==> src/rtl/conv_ctrl.sv <==
// Sequencer for a direct 2-D convolution: walks taps and output pixels,
// issuing memory addresses and MAC / bias / save / write strobes.
module conv_ctrl #(
  parameter int IN_W  = 5,
  parameter int IN_H  = 5,
  parameter int IN_C  = 1,
  parameter int K     = 3,
  parameter int OUT_C = 2
) (
  input  logic        clk,
  input  logic        reset,
  input  logic        en_ctrl,
  output logic [15:0] s_addr,
  output logic [15:0] w_addr,
  output logic [15:0] b_addr,
  output logic [15:0] save_addr,
  output logic        en_sum,
  output logic        en_save,
  output logic        en_read,
  output logic        en_write,
  output logic        en_mac,
  output logic        finish
);
  localparam int OUT_W = IN_W - K + 1;
  localparam int OUT_H = IN_H - K + 1;

  localparam logic [2:0] S_IDLE  = 3'd0;
  localparam logic [2:0] S_MAC   = 3'd1;
  localparam logic [2:0] S_DRAIN = 3'd2;
  localparam logic [2:0] S_SUM   = 3'd3;
  localparam logic [2:0] S_SAVE  = 3'd4;
  localparam logic [2:0] S_WRITE = 3'd5;
  localparam logic [2:0] S_DONE  = 3'd6;

  localparam logic [15:0] K_L  = 16'(K - 1);
  localparam logic [15:0] IC_L = 16'(IN_C - 1);
  localparam logic [15:0] OX_L = 16'(OUT_W - 1);
  localparam logic [15:0] OY_L = 16'(OUT_H - 1);
  localparam logic [15:0] OC_L = 16'(OUT_C - 1);

  typedef struct packed {
    logic [15:0] kx, ky, ic, ox, oy, oc;
  } pos_t;

  logic [2:0]  state, nstate;
  pos_t        pos, npos;
  logic        tap_last, pix_last;
  logic [31:0] s_calc, w_calc, sv_calc;

  assign tap_last = (pos.kx == K_L) && (pos.ky == K_L) && (pos.ic == IC_L);
  assign pix_last = (pos.ox == OX_L) && (pos.oy == OY_L) && (pos.oc == OC_L);

  always_comb begin
    nstate = state;
    npos   = pos;
    case (state)
      S_IDLE: if (en_ctrl) begin
        nstate = S_MAC;
        npos   = '0;
      end
      S_MAC: begin
        if (tap_last) nstate = S_DRAIN;
        else if (pos.kx != K_L) npos.kx = pos.kx + 16'd1;
        else begin
          npos.kx = '0;
          if (pos.ky != K_L) npos.ky = pos.ky + 16'd1;
          else begin
            npos.ky = '0;
            npos.ic = pos.ic + 16'd1;
          end
        end
      end
      S_DRAIN: nstate = S_SUM;
      S_SUM:   nstate = S_SAVE;
      S_SAVE:  nstate = S_WRITE;
      S_WRITE: begin
        if (pix_last) nstate = S_DONE;
        else begin
          nstate  = S_MAC;
          npos.kx = '0;
          npos.ky = '0;
          npos.ic = '0;
          if (pos.ox != OX_L) npos.ox = pos.ox + 16'd1;
          else begin
            npos.ox = '0;
            if (pos.oy != OY_L) npos.oy = pos.oy + 16'd1;
            else begin
              npos.oy = '0;
              npos.oc = pos.oc + 16'd1;
            end
          end
        end
      end
      S_DONE:  if (!en_ctrl) nstate = S_IDLE;
      default: nstate = S_IDLE;
    endcase
  end

  // Addresses come from the next-cycle counters so they line up with the registered strobes.
  always_comb begin
    s_calc  = (32'(npos.ic) * 32'(IN_H) + 32'(npos.oy) + 32'(npos.ky)) * 32'(IN_W)
              + 32'(npos.ox) + 32'(npos.kx);
    w_calc  = ((32'(npos.oc) * 32'(IN_C) + 32'(npos.ic)) * 32'(K) + 32'(npos.ky)) * 32'(K)
              + 32'(npos.kx);
    sv_calc = (32'(npos.oc) * 32'(OUT_H) + 32'(npos.oy)) * 32'(OUT_W) + 32'(npos.ox);
  end

  always_ff @(posedge clk) begin
    if (reset) begin
      state     <= S_IDLE;
      pos       <= '0;
      s_addr    <= '0;
      w_addr    <= '0;
      b_addr    <= '0;
      save_addr <= '0;
      en_read   <= 1'b0;
      en_mac    <= 1'b0;
      en_sum    <= 1'b0;
      en_save   <= 1'b0;
      en_write  <= 1'b0;
      finish    <= 1'b0;
    end else begin
      state    <= nstate;
      pos      <= npos;
      en_read  <= (nstate == S_MAC);
      en_mac   <= en_read;
      en_sum   <= (nstate == S_SUM);
      en_save  <= (nstate == S_SAVE);
      en_write <= (nstate == S_WRITE);
      finish   <= (nstate == S_DONE);
      if (nstate == S_IDLE) begin
        s_addr    <= '0;
        w_addr    <= '0;
        b_addr    <= '0;
        save_addr <= '0;
      end else begin
        if (nstate == S_MAC) begin
          s_addr <= s_calc[15:0];
          w_addr <= w_calc[15:0];
        end
        if (nstate == S_SUM)   b_addr    <= npos.oc;
        if (nstate == S_WRITE) save_addr <= sv_calc[15:0];
      end
    end
  end
endmodule

==> config.mk <==
export PLATFORM = sky130hd
export DESIGN_NAME = conv_ctrl
export DESIGN_NICKNAME = d
export VERILOG_FILES = /design/src/rtl/conv_ctrl.sv
export SDC_FILE = /design/constraint.sdc
export NUM_CORES = 1
export LEC_CHECK = 0
export CAP_MARGIN = 20
export CELL_PAD_IN_SITES_DETAIL_PLACEMENT = 1
export CELL_PAD_IN_SITES_GLOBAL_PLACEMENT = 2
export CORE_ASPECT_RATIO = 0.9
export CORE_MARGIN = 4
export CORE_UTILIZATION = 38
export DETAILED_ROUTE_END_ITERATION = 10
export GPL_TIMING_DRIVEN = 0
export PLACE_DENSITY_LB_ADDON = 0.1
export RECOVER_POWER = 100
export SYNTH_ARGS = -nofsm -noshare
export SYNTH_HDL_FRONTEND = slang
export SYNTH_SLANG_ARGS = --single-unit
==> constraint.sdc <==
create_clock -name clk -period 11.26 [get_ports clk]
set_input_delay 1.126 -clock clk [delete_from_list [all_inputs] [get_ports clk]]
set_output_delay 1.126 -clock clk [all_outputs]
set_load 0.005 [all_outputs]
Word level (Yosys, flattened, before mapping)
Index checks and enable logic that the tools add are counted.
{"block": "word_totals", "out_inout_bits": 70, "reg_bits": 169, "in_bits": 3, "wordCells": 84}
{"block": "op_classes", "eq_ne": 20, "n_mul": 6, "reduce_logical": 8, "add_sub_neg": 15, "mux": 18}
{"cell": "two-way mux 96 bit", "count": 2}
{"cell": "case mux 48 bit (3 select lines)", "count": 1}
{"cell": "adder 16 x 1 -> 16 bit (second input constant)", "count": 6}
{"cell": "two-way mux 16 bit", "count": 6}
{"cell": "case mux 48 bit (2 select lines)", "count": 1}
{"cell": "adder 16 bit", "count": 4}
{"cell": "equality test 16 x 2 -> 1 bit (second input constant)", "count": 4}
{"cell": "two-way mux 32 bit", "count": 2}
{"cell": "inequality test 16 x 2 -> 1 bit (second input constant)", "count": 4}
{"cell": "two-way mux 48 bit", "count": 1}
{"cell": "adder 19 x 16 -> 20 bit", "count": 2}
{"cell": "adder 20 x 16 -> 21 bit", "count": 1}
{"cell": "multiplier 21 x 3 -> 16 bit (second input constant)", "count": 1}
{"cell": "case mux 3 bit (7 select lines)", "count": 1}
{"cell": "multiplier 20 x 2 -> 16 bit (second input constant)", "count": 1}
{"cell": "adder 18 x 16 -> 19 bit", "count": 1}
{"cell": "multiplier 16 x 3 -> 19 bit (second input constant)", "count": 1}
{"cell": "multiplier 17 x 2 -> 19 bit (second input constant)", "count": 1}
{"cell": "multiplier 19 x 2 -> 16 bit (second input constant)", "count": 1}
{"cell": "equality test 3 bit (second input constant)", "count": 6}
{"cell": "multiplier 16 x 2 -> 18 bit (second input constant)", "count": 1}
{"cell": "adder 16 x 16 -> 17 bit", "count": 1}
{"cell": "equality test 16 x 1 -> 1 bit (second input constant)", "count": 1}
{"cell": "zero test 16 bit", "count": 1}
{"cell": "other kinds (6)", "count": 16}

Logic depth before layout (Yosys ltp)
Gate-level depths: netlist of the first run.
{"block": "depth", "word_depth": 11, "depth_mapped": 43, "ltp_nobuf": 41}

Worst setup path before layout of the first run
Ideal clock, no wire load.
{"block": "synth_path", "path_type": "reg-to-reg", "start": "register pos[0] (netlist bit)", "end": "register s_addr[15]", "period_less_slack_ns": 8.226, "t_arrival_ns": 8.141, "setup_ns": 0.086, "path_stages_with_launch": 42, "n_path_buf": 2, "setup_slack_ns": 3.034, "required_time_ns": 11.174, "path_cell_list": "dfxtp_1 ha_1 nor4b_1 nand4_1 o31ai_1 a21o_1 buf_2 clkbuf_1 o21ai_0 o31ai_1 ha_1 ha_1 inv_1 fa_1 inv_1 ha_1 a21o_1 a21oi_1 [6 not listed] o21bai_1 a21oi_1 o21bai_1 a21oi_1 xnor2_1 ha_1 fa_1 inv_1 fa_1 xnor2_1 xnor2_1 xnor2_1 xnor2_1 xnor2_1 xnor2_1 xnor2_1 xnor2_1 a211oi_1"}
{"element": "from (decl)", "line": "46", "rtl": "pos_t pos, npos;"}
{"element": "from (signal assigned)", "line": "124", "rtl": "pos <= npos;"}
{"element": "to (signal assigned)", "line": "138", "rtl": "s_addr <= s_calc[15:0];"}
{"element": "to (decl)", "line": "13", "rtl": "output logic [15:0] s_addr,"}

==> results of run 1 <==
through the flow:
stage           util  cell area, sq um  setup WS, ns  std cells  total power [W]
4_1_cts        0.438             17400         0.500       2526          0.00129
5_1_grt        0.437             17300        0.0622       2527          0.00132
2_1_floorplan      -             15400          3.03       1885         0.000656
6_report       0.437             17300         0.603       2527          0.00128
3_3_place_gp   0.423             16800         0.471       2489         0.000690
3_5_place_dp   0.424             16800         0.547       2496         0.000692
cell type report:
type                            count  share of cell area
Clock buffer                       21              0.0266
Timing Repair Buffer               80              0.0440
Buffer                             59              0.0146
Inverter                          224              0.0485
Tap cell                          532              0.0384
Multi-Input combinational cell   1433               0.628
Sequential cell                   169               0.195
Clock inverter                      9             0.00534
state kept, by name (all words and copies together), names as in the netlist:
signal,flops
pos,96
b_addr,16
s_addr,16
save_addr,16
w_addr,16
state,3
en_mac,1
en_read,1
en_save,1
en_sum,1
en_write,1
finish,1
worst max-delay path: cells and delay by family:
| family | cells | cell delay, ns |
|---|---|---|
| buf+inv | 3 | 1.00 |
| compound gates | 13 | 4.83 |
| xor+xnor | 8 | 2.00 |
| simple gates | 4 | 0.42 |
| fa+ha+maj | 4 | 1.63 |
layer usage:
layer,vias up,global-route usage,part of all wire
met1,6585,0.359,0.50
li1,6587,-,-
met2,241,0.376,0.43
met3,41,0.0559,0.054
met4,0,0.0491,0.016
met5,-,0,0
cells in the mapped netlist, types with 4 or more instances:
library cell,count
o22ai_1,7
o31ai_1,12
a21oi_1,140
o21a_1,13
and3_1,25
o41ai_1,7
o211ai_1,4
nor4_1,22
buf_6,5
o2111ai_1,4
or3_1,6
xor2_1,21
xnor2_1,90
a22oi_1,10
a21o_1,23
clkbuf_1,48
mux2i_1,4
nor2b_1,60
o31a_1,4
nand2_1,165
inv_1,223
a211oi_1,20
nand3_1,56
and4_1,5
fa_1,115
o21ai_0,103
nand4_1,17
and2_1,6
a31oi_1,13
nor3_1,41
nand2b_1,10
dfxtp_1,169
ha_1,149
o21bai_1,23
nor2_1,197
repair_timing:
action / in CTS / in global routing
endpoints found under the hold margin: 0 / 0
resized for setup: 0 / 5
buffers inserted: 0 / 0
endpoints found under the setup margin: 0 / 1
how the worst max path moves through the flow:
stage / endpoint / slack, ns
final: w_addr[15] / 0.60
after global routing: s_addr[15] / 0.06
after CTS: s_addr[15] / 0.50
after detailed placement: w_addr[15] / 0.55
after global placement: w_addr[15] / 0.47
after floorplan: s_addr[15] / 3.03
power breakdown:
group / internal (W) / switching (W) / total [W] / leakage (nW)
Combinational: 0.0000160 / 0.0000591 / 0.0000751 / 6.51
Clock: 0.000315 / 0.000285 / 0.000601 / 0.262
Sequential: 0.000600 / 0.00000155 / 0.000601 / 1.36
Total: 0.000931 / 0.000346 / 0.00128 / 8.13
kinds of logic after synthesis:
logic type | count (synthesis)
flops | 169
mux | 4
simple gates | 636
compound gates | 414
buf+inv | 283
fa+ha+maj | 264
xor+xnor | 115
placed cells by master, fill, tap and decap left out, types with 23 or more instances in the layout:
| master | count |
|---|---|
| a21o_1 | 23 |
| a21oi_1 | 142 |
| and3_1 | 25 |
| clkbuf_1 | 56 |
| dfxtp_1 | 169 |
| dlygate4sd3_1 | 72 |
| fa_1 | 115 |
| ha_1 | 149 |
| inv_1 | 223 |
| nand2_1 | 165 |
| nand3_1 | 56 |
| nor2_1 | 197 |
| nor2b_1 | 60 |
| nor3_1 | 42 |
| o21ai_0 | 105 |
| o21bai_1 | 23 |
| xnor2_1 | 89 |
==> results.md, run 1 <==
* Status: finished clean
* Largest net degree at the start of global routing at 17
* Worst-skew pair later-pin latency at 0.48 ns
* Site row count at 69
* Vias in the first global route at 13800
* MaxCap Viol Count at 0
* P per Cell Area at 73.7 nW/um^2
* FFs w/ async S/R, synth at 0
* Ant. Diodes at 0
* Max_slew headroom at 0.0352
* Die Footprint at 43800 sq um
* Post-synthesis adder-cell area fraction at 0.271
* # setup viols final at 0
* Max VDD drop at 0.0956 mV
* Seq/Total Area, Yosys at 0.220
* Largest family of logic cells by synthesized area: adder cells
* Hold buffer count at cts at 0
* Synth top area cells: dfxtp_1, fa_1, ha_1
* Worst Clk Skew at 0.0152 ns
* Remaining DRCs at 0
* Root Buffer: clkbuf_16
* FF-to-FF setup slack at 0.75 ns
* Post-Synthesis Cells at 1885
* Post-synthesis xor/xnor area fraction at 0.0686
* Drt pass-1 iters at 5
* CP max FO at 8
* Final Slew Violations at 0
* Predominant post-synthesis flop cell: dfxtp_1
* #FFs+latches synth at 169
* Yosys top cell area share at 0.220
* Compound-Gate Fraction of Synth Area at 0.165
* All-Layer GR Usage at 0.246
* Post-synthesis mux area share at 0.00260
* Worst EP arrival at 11.05 ns
* Startpoint types: primary input
* Starting density of the core at 0.388
* Crit-path max cell delay at 1.18 ns
* Final count of hold timing violations at 0
* Min-delay src: s_addr[7]
* Worst-path clk slew at 0.08 ns
* Register area at 3380 sq um
* CTS tree: built
* Final WL at 52.9 mm
* Chip width at 220 um
* Setup_tns at 0 ns
* Synth warn at 0
* Worst slew pin tran at 1.45 ns
* Longest Clk Path Bufs at 2
* Via count at 13500
* DR vias/cell at 5.32
* EDFF count, synth at 0
* Simple-gate share of the synthesized area at 0.201
* Hold EP: s_addr[7]
* First-pass GRT wire length at 82.0 mm
* Ports at 73
* Buffers on Ports at 72
* Worst reg-to-reg path cell count at 42
* Required @ worst endpoint at 11.65 ns
* Static Leak at 8.13 nW
* Area grow syn2layout at 12.6%
* Worst R2R Start: pos[32]
* Worst min-delay path class: flip-flop to flip-flop
* R2R Path End: s_addr[15]
* Post-DRT Antenna Nets at 0
* Initial antenna violation count at 1
* Layout cells sized above 1 at 0.0316
* Routed len/inst at 20.9 um
* Hold Path Cell Cnt at 2
* Most frequent CP cell: a21oi_1
* Area leader, netlist: dfxtp_1
* Dpl hpwl at 43.4 mm
* Synthesized net count at 2152
* H-tree lvl count at 4
* Filler instances at 4869
* Synthesized cell area at 15400 sq um
* Final hold slack at 0.455 ns
* Total CTS buffers at 17
* Nets@finish at 2251
* Die H at 199 um
* Crit Path Class: primary input to flip-flop
* Fmax at 93.8 MHz
* Worst path slowest cell: a22oi_1
* Fin crit share at 0.946
* CTS Sinks at 169
* First DRT Iteration DRCs at 802
* Final GP Congestion at 0.922
* Mean Syn Cell Area at 8.17 sq um
* Crit end category: flip-flop
* Grt ovf at 0
* Yosys cell types at 80
* RSZ-0062 raised after global routing: false
* Core box area at 39700 sq um
* Worst setup path start: en_ctrl
* Tmin final at 10.66 ns
* Multi-input logic area at 10900 sq um
Note: power is estimated with default switching activity, not from simulation.
==> inputs of run 2 (changes only) <==
Settings changed: CAP_MARGIN 20 to 0, CORE_UTILIZATION 38 to 34, RECOVER_POWER 100 to 25.
Clock period 11.26 ns to 9.15 ns, I/O delays scaled along.
==> run 2 against run 1 <==
Setup slack got worse by 0.16 ns; first-iteration DRC count rose by 3.2%; count of clock-buffer cells in the layout rose by 3; die area rose by 11%; flip-flop and latch count did not move.
==> results.md, run 2 (synthesis results as in run 1) <==
* Status: finished clean
* Ant. Diodes at 0
* Final WL at 54.3 mm
* Clk pwr share at 0.464
* Worst-path clk slew at 0.07 ns
* CTS tree: built
* Routed len/inst at 20.8 um
* Root Buffer: clkbuf_16
* First DRT Iteration DRCs at 828
* Worst reg-to-reg path cell count at 43
* Filler instances at 5384
* H-tree lvl count at 4
* Core box area at 44500 sq um
* MaxCap Viol Count at 0
* CP max FO at 9
* Static Leak at 8.35 nW
* Worst Clk Skew at 0.0211 ns
* Commonest non-fill, non-tap cell in the layout: inv_1
* Final GP Congestion at 0.896
* Place WS at -1.40 ns
* Initial antenna violation count at 0
* Top reg by flops: pos
* Drt pass-1 iters at 5
* Die H at 210 um
* GRT Max-Usage Layer: met2
* Vias in the first global route at 13700
* Worst min-delay path class: flip-flop to flip-flop
* Final Util at 0.406
* Final count of hold timing violations at 0
* Net Sw Frac at 0.266
* Ports at 73
* Worst slew pin tran at 1.32 ns
* First-pass GRT wire length at 83.4 mm
* Worst EP arrival at 9.06 ns
* Nets@finish at 2263
* Multi-input logic area at 11300 sq um
* Post-DRT Antenna Nets at 0
* Max_slew headroom at 0.111
* Largest net degree at the start of global routing at 17
* CTS Sinks at 169
* Starting density of the core at 0.346
* # setup viols final at 0
* Remaining DRCs at 0
* Startpoint types: flip-flop
* Longest Clk Path Bufs at 2
* Grt ovf at 0
* Area grow syn2layout at 17.3%
* DR vias/cell at 5.16
* Chip width at 232 um
* Hold Path Cell Cnt at 2
* Fmax at 115 MHz
* Met2 Use GR at 0.339
* Internal at 0.00115 W
* Max VDD drop at 0.115 mV
* Final Slew Violations at 0
* Met3 usage at 0.0529
* Worst setup margin at 0.443 ns
* Tmin final at 8.71 ns
* Site row count at 73
* All-Layer GR Usage at 0.225
* Buffers on Ports at 72
* Global Route met1 Usage at 0.330
* NetSw at 0.000418 W
* Via count at 13500
* Post-Layout Cell Count at 2609
* Required @ worst endpoint at 9.51 ns
* Most frequent cells in the layout: inv_1, nor2_1, dfxtp_1, nand2_1, ha_1
* Die Footprint at 48700 sq um
* Register area at 3390 sq um
* Dpl hpwl at 44.3 mm
* Setup_tns at 0 ns
* Sequential share of power at 0.470
* Placed Area at 16900 sq um
* Crit Path Class: flip-flop to flip-flop
* Fin crit share at 0.952
* Layout cells sized above 1 at 0.0767
* Worst-skew pair later-pin latency at 0.50 ns
* Dpl cells at 2558
* Crit end category: flip-flop
* Worst path slowest cell: fa_2
* P per Cell Area at 87.0 nW/um^2
* Design area at 18100 sq um
* Combinational share of power at 0.065
* Max FFs per register at 96
* Total CTS buffers at 17
* Crit-path max cell delay at 0.55 ns
## run 2: cell types whose count changed in the layout (fill, tap and decap cells not counted), sizes merged
cell and delta:
clkbuf -7, clkdlybuf4s50 +14, dlygate4sd3 -14, clkinvlp -1
buf +22
## run 2: final timing paths
check	startpoint	end	slack, ns
setup / recovery	pos[16]	s_addr[15]	0.44
hold reg to reg	save_addr[11]	save_addr[11]	0.45
hold / removal	save_addr[11]	save_addr[11]	0.45
setup reg to reg	pos[16]	s_addr[15]	0.44
## run 2: through the flow
stage | total power (W) | hold slack [ns]
after floorplan | 0.000807 | 0.448
after global placement | 0.000851 | 0.437
after detailed placement | 0.000852 | 0.450
after CTS | 0.00160 | 0.461
after global routing | 0.00164 | 0.474
final | 0.00157 | 0.452
## run 2: routing by layer
layer | part of all wire | vias up | wire length [um]
li1 | - | 6599 | -
met1 | 0.51 | 6641 | 27700
met2 | 0.44 | 198 | 23700
met3 | 0.042 | 30 | 2300
met4 | 0.012 | 0 | 650
met5 | 0 | - | 0
## run 2: final cells by class
| class | instances | share of cell area |
|---|---|---|
| clock inverter | 8 | 0.00492 |
| timing repair buffer | 93 | 0.0486 |
| inverter | 224 | 0.0465 |
| multi-input combinational | 1433 | 0.627 |
| sequential | 169 | 0.188 |
| buffer | 58 | 0.0177 |
| tap | 600 | 0.0416 |
| clock buffer | 24 | 0.0261 |
## run 2: power groups by stage
stage | Combinational, W | Sequential (W) | Clock, W
finish | 0.000102 | 0.000740 | 0.000730
global route | 0.000111 | 0.000739 | 0.000788
CTS | 0.0000979 | 0.000740 | 0.000758
detailed placement | 0.0000950 | 0.000757 | 0
global placement | 0.0000946 | 0.000757 | 0
floorplan | 0.0000509 | 0.000757 | 0
## run 2: worst max-delay path, delay by kind of cell (launching register included)
family          cells  cell delay [ns]
compound gates     15             2.48
flops               1             0.35
buf+inv             7             0.76
fa+ha+maj           8             2.69
xor+xnor            9             1.72
simple gates        4             0.57
## run 2: what timing repair did
action                                  in CTS  in global routing
gates resized for setup                     36                 84
hold buffers                                 0                  0
pin swaps                                    8                 30
buffers inserted                             5                 15
endpoints found under the setup margin       8                  5
==> variant 1: new RTL, flow settings as in run 2 <==
Register the input `en_ctrl` before use. The logic sees it one clock later.
--- a/src/rtl/conv_ctrl.sv
+++ b/src/rtl/conv_ctrl.sv
@@ -43,4 +43,10 @@
   } pos_t;
 
+  logic en_ctrl_q;
+
+  always_ff @(posedge clk) begin
+    en_ctrl_q <= en_ctrl;
+  end
+
   logic [2:0]  state, nstate;
   pos_t        pos, npos;
@@ -55,5 +61,5 @@
     npos   = pos;
     case (state)
-      S_IDLE: if (en_ctrl) begin
+      S_IDLE: if (en_ctrl_q) begin
         nstate = S_MAC;
         npos   = '0;
@@ -92,5 +98,5 @@
         end
       end
-      S_DONE:  if (!en_ctrl) nstate = S_IDLE;
+      S_DONE:  if (!en_ctrl_q) nstate = S_IDLE;
       default: nstate = S_IDLE;
     endcase
Behaviour: not the same (Yosys sat finds a counterexample within 4 cycles, from zero or initial values and one cycle with reset high).
==> variant 1 against run 2 <==
Wire length decreased by 0.20%; synthesized area increased by 0.13%; critical path depth unchanged; clock power increased by 11%; setup slack improved by 0.022 ns; cell area decreased by 0.66%; global-route usage increased by 0.093 points; synthesized cell count about the same; power increased by 5.6%; sequential cell count increased by 1; worst hold slack got worse by 0.0016 ns; critical endpoint unchanged; largest power group is now the clock network.
==> variant 1: results (changes against run 2) <==
- Dominant cells by area after synthesis: dfxtp_1 22%, fa_1 15%, ha_1 12%
- PortBufs: 72 (unchanged)
- Status: complete, no violations
- Mapped Cells: 1886 (+0.053%)
- Synth warnings: 0 (unchanged)
- Max stage delay on crit path: 0.56 ns
- Reg with most FFs: pos
- Post-synth net total: 2153 (+0.046%)
- Wirelength per Cell: 20.8 um (-0.12%)
- Initial antenna violation count: 2 (+2)
- First DRT Iteration DRCs: 741 (-11%)
- Async S/R FF share, synth: 0% (unchanged)
- Worst Clk Skew: 0.0150 ns (-0.00604 ns)
- DP HPWL: 44400 um (+0.36%)
- Worst-case vdd ir drop: 112 uV (-2.2%)
- DRT Pass-1 Iters: 5 (unchanged)
- Worst EP arrival: 9.09 ns (+0.03 ns)
- Cts bufs inserted: 17 (unchanged)
- HP Class: reg -> reg
- Distinct cells, synth: 80 (unchanged)
- Final layout net count: 2261 (-0.088%)
- Post-synth EDFFs: 0 (unchanged)
- Gr usage total: 22.6% (+0.093 points)
- Met2 Resource Use GR: 34.2% (+0.31 points)
- Synth Area in XOR/XNOR: 6.85% (-0.0089 points)
- DR vias: 13500 (+0.51%)
- Dpl ws: -1.47 ns (-0.0688 ns)
- Cells after DPL: 2559 (+0.039%)
- Slowest stage cell, crit path: fa_2
- Clock transition at path regs: 0.08 ns
- Commonest cells post-synth: 223 x inv_1, 197 x nor2_1, 170 x dfxtp_1
- Worst-path maximum fanout: 9 (unchanged)
- Largest net degree at the start of global routing: 17 (unchanged)
- Area fraction in compound gates after synthesis: 16.5% (-0.021 points)
- Post-Synth Adder-Cell Area: 27.0% (-0.035 points)
- CTS max path bufs: 2 (unchanged)
- Sequential share of the synthesized area: 22.1% (+0.10 points)
- Share of cells above drive strength 1: 6.63% (-1.0 points)
- M3 GR Usage: 3.62% (-1.7 points)
- GR Util met1: 33.4% (+0.33 points)
- Most used flip-flop cell after synthesis: dfxtp_1
- Htree depth: 4 (unchanged)
- Leak: 0.00836 uW (+0.13%)
- Largest register FFs: 96 (unchanged)
- Final Wtd Congestion: 0.904 (+0.85%)
- Layout fillers: 5369 (-0.28%)
- First-pass GRT wire length: 83500 um (about the same)
- CTS Hold Buffers Added: 0 (unchanged)
- Clk Latency, worst-skew pair: 0.49 ns
- Routed WL: 54200 um (-0.20%)
- Tightest Pin Transition: 1.24 ns (-0.0827 ns)
- Portion of netlist area occupied by mux cells: 0.260% (-0.00034 points)
- CTS root buffer: clkbuf_16
## variant 1: cell count changes after synthesis, sizes merged
cell | run 2 | this run
dfxtp | 169 | 170
## variant 1: per-stage QoR
step | total power, uW | setup TNS (ns) | utilization, % | hold WS, ns | instance area (sq um)
6_report | 1660 | 0 | 40.3 | 0.450 | 17900
5_1_grt | 1730 | -0.167 | 40.3 | 0.483 | 17900
4_1_cts | 1690 | -0.0125 | 39.8 | 0.460 | 17700
3_5_place_dp | 862 | -5.08 | 38.0 | 0.449 | 16900
3_3_place_gp | 862 | -4.26 | 38.0 | 0.437 | 16900
2_1_floorplan | 814 | 0 | - | 0.448 | 15400
## variant 1: final cells by class
class	count	area share (%)
multi-input cells	1433	62.2
flip-flops and latches	170	19.0
repair buffers	90	4.79
inverters	224	4.69
well taps	600	4.18
clock buffers	22	2.75
plain buffers	58	1.68
clock inverters	9	0.753
diodes	1	0.0139
## variant 1: cells by family (layout without fill, tap and decap cells)
group,count (synthesis),in the layout
simple gates,636,636
buf+inv,283,403
flops,170,170
fa+ha+maj,264,264
compound gates,414,414
xor+xnor,115,115
mux,4,4
other cells,0,1
## variant 1: final timing paths
check	startpoint	endpoint	slack (ns)	depth (start not counted)
worst min register to register	save_addr[14]	save_addr[14]	0.45	2
worst max-delay path	pos[16]	s_addr[15]	0.46	43
worst min-delay path	save_addr[14]	save_addr[14]	0.45	2
worst max register to register	pos[16]	s_addr[15]	0.46	43
## variant 1: metal layers
layer  share of wire (%)  wire length [um]  vias to the layer above
met2                  43             23400                      197
met1                  51             27600                     6691
li1                    -                 -                     6610
met5               0.024                13                        -
met3                 4.1              2220                       37
met4                 1.8               973                        2
## variant 1: power breakdown
group	internal, uW	switching (uW)	leakage (uW)
combinational	24.3	79.7	0.00668
sequential	743	2.48	0.00137
clock	465	346	0.000313
## variant 1: critical path: cells and delay by family, from the launching register on
| family | cells | cell delay [ns] |
|---|---|---|
| AOI/OAI and AO/OA | 15 | 2.52 |
| adders and majority gates | 8 | 2.86 |
| xor gates and xnor gates | 9 | 1.54 |
| and+or+nand+nor | 4 | 0.58 |
| DFF | 1 | 0.36 |
| buffers and inverters | 7 | 0.72 |
## variant 1: what timing repair did
action                                  4_1_cts  5_1_grt
setup buffers                                 6       11
gates resized for setup                      34       42
pin swaps                                     8       19
endpoints found under the setup margin        9        5
hold endpoints to repair                      0        0
==> variant 2: new RTL, flow settings as in run 2 <==
Made on the original files. Put one more register stage on the output `w_addr`, with the module's reset. The value now appears one clock later. The other outputs are not delayed to match.
--- a/src/rtl/conv_ctrl.sv
+++ b/src/rtl/conv_ctrl.sv
@@ -42,4 +42,6 @@
     logic [15:0] kx, ky, ic, ox, oy, oc;
   } pos_t;
+
+  logic [15:0] w_addr_s0;
 
   logic [2:0]  state, nstate;
@@ -111,5 +113,5 @@
       pos       <= '0;
       s_addr    <= '0;
-      w_addr    <= '0;
+      w_addr_s0 <= '0;
       b_addr    <= '0;
       save_addr <= '0;
@@ -131,5 +133,5 @@
       if (nstate == S_IDLE) begin
         s_addr    <= '0;
-        w_addr    <= '0;
+        w_addr_s0 <= '0;
         b_addr    <= '0;
         save_addr <= '0;
@@ -137,5 +139,5 @@
         if (nstate == S_MAC) begin
           s_addr <= s_calc[15:0];
-          w_addr <= w_calc[15:0];
+          w_addr_s0 <= w_calc[15:0];
         end
         if (nstate == S_SUM)   b_addr    <= npos.oc;
@@ -144,4 +146,12 @@
     end
   end
+  always_ff @(posedge clk) begin
+    if (reset) begin
+      w_addr <= '0;
+    end else begin
+      w_addr <= w_addr_s0;
+    end
+  end
+
 endmodule
 
Check against the original RTL: not equivalent (Yosys sat finds a counterexample within 4 cycles, from zero or initial values and one cycle with reset high).
==> variant 2 against run 2 <==
Wire length rose by 9.9%; setup slack got worse by 0.16 ns; power rose by 8.7%; synthesized area rose by 5.9%; critical endpoint is now w_addr_s0[15]; clock skew fell by 0.0047 ns; first-iteration DRC count rose by 0.85%; largest cell class unchanged; utilization rose by 0.89 points; cell count rose by 6.1%; count of clock-buffer cells in the layout fell by 7; via count rose by 10%; critical path type is now in -> reg; clock power rose by 7.3%; cell area rose by 8.0%; sequential cell count rose by 16; largest power group unchanged.
==> variant 2: results (changes against run 2) <==
- Status: complete, no violations
- Area fraction in compound gates after synthesis: 16.8% (+0.31 points)
- M3 GR Usage: 3.75% (-1.5 points)
- Commonest cells post-synth: 215 x inv_1, 195 x nand2_1, 185 x dfxtp_1
- Register area: 3710 sq um (+9.5%)
- Layout fillers: 5629 (+4.6%)
- Cells after DPL: 2687 (+5.0%)
- R2R Setup Slk: 0.33 ns (-0.11 ns)
- Hold Worst Slack: 0.451 ns (-0.00102 ns)
- Crit path launch: en_ctrl
- Portion of netlist area occupied by mux cells: 0.184% (-0.076 points)
- Met2 Resource Use GR: 34.9% (+0.99 points)
- Placed instance area: 17800 sq um (+5.5%)
- Worst Clk Skew: 0.0164 ns (-0.00472 ns)
- Post-Synth Adder-Cell Area: 25.6% (-1.5 points)
- Final layout net count: 2406 (+6.3%)
- First-pass GRT wire length: 91200 um (+9.4%)
- Dpl ws: -2.34 ns (-0.932 ns)
- Tightest Pin Transition: 1.23 ns (-0.0905 ns)
- Distinct cells, synth: 76 (-5.0%)
- Number of global-route vias before repair: 14900 (+8.5%)
- Synth Area in XOR/XNOR: 5.93% (-0.93 points)
- Met2 Wirelength: 26200 um (+10%)
- Slowest stage cell, crit path: fa_1
- Post-synth net total: 2266 (+5.3%)
- Dominant cells by area after synthesis: dfxtp_1 23%, fa_1 14%, ha_1 11%
- Worst hold path endpoint: save_addr[13]
- Wirelength per Cell: 21.6 um (+3.5%)
- Worst-path maximum fanout: 10 (+1)
- Final Wtd Congestion: 0.888 (-0.95%)
- Worst EP arrival: 9.30 ns (+0.24 ns)
- Fin crit share: 96.9% (+1.8 points)
- Sequential share of the synthesized area: 22.7% (+0.74 points)
- Worst-case vdd ir drop: 144 uV (+26%)
- Worst setup path endpoint: w_addr_s0[15]
- Largest net degree at the start of global routing: 21 (+4)
[variant 2: timing repair]
item | 4_1_cts | 5_1_grt
gates resized for setup | 83 | 94
hold buffers | 0 | 0
endpoints found under the setup margin | 14 | 6
pin swaps | 14 | 30
setup buffers | 17 | 34
[variant 2: area by class of cell]
type	instances	area share, %
Multi-Input combinational cell	1539	62.7
Tap cell	616	3.95
Buffer	58	1.42
Clock buffer	17	2.18
Clock inverter	15	0.885
Inverter	215	4.14
Timing Repair Buffer	123	5.67
Sequential cell	185	19.0
[variant 2: critical path, delay by kind of cell]
kind,cells,cell delay (ns)
AO/OA/AOI/OAI,12,2.49
adder cells (fa/ha/maj),4,1.79
XOR/XNOR,3,0.69
buffers and inverters,7,1.27
AND/OR/NAND/NOR,9,2.09
[variant 2: where the power goes]
group | internal (uW) | leakage (uW) | switching, uW
sequential | 808 | 0.00149 | 2.40
combinational | 29.0 | 0.00711 | 86.0
clock | 367 | 0.000286 | 416
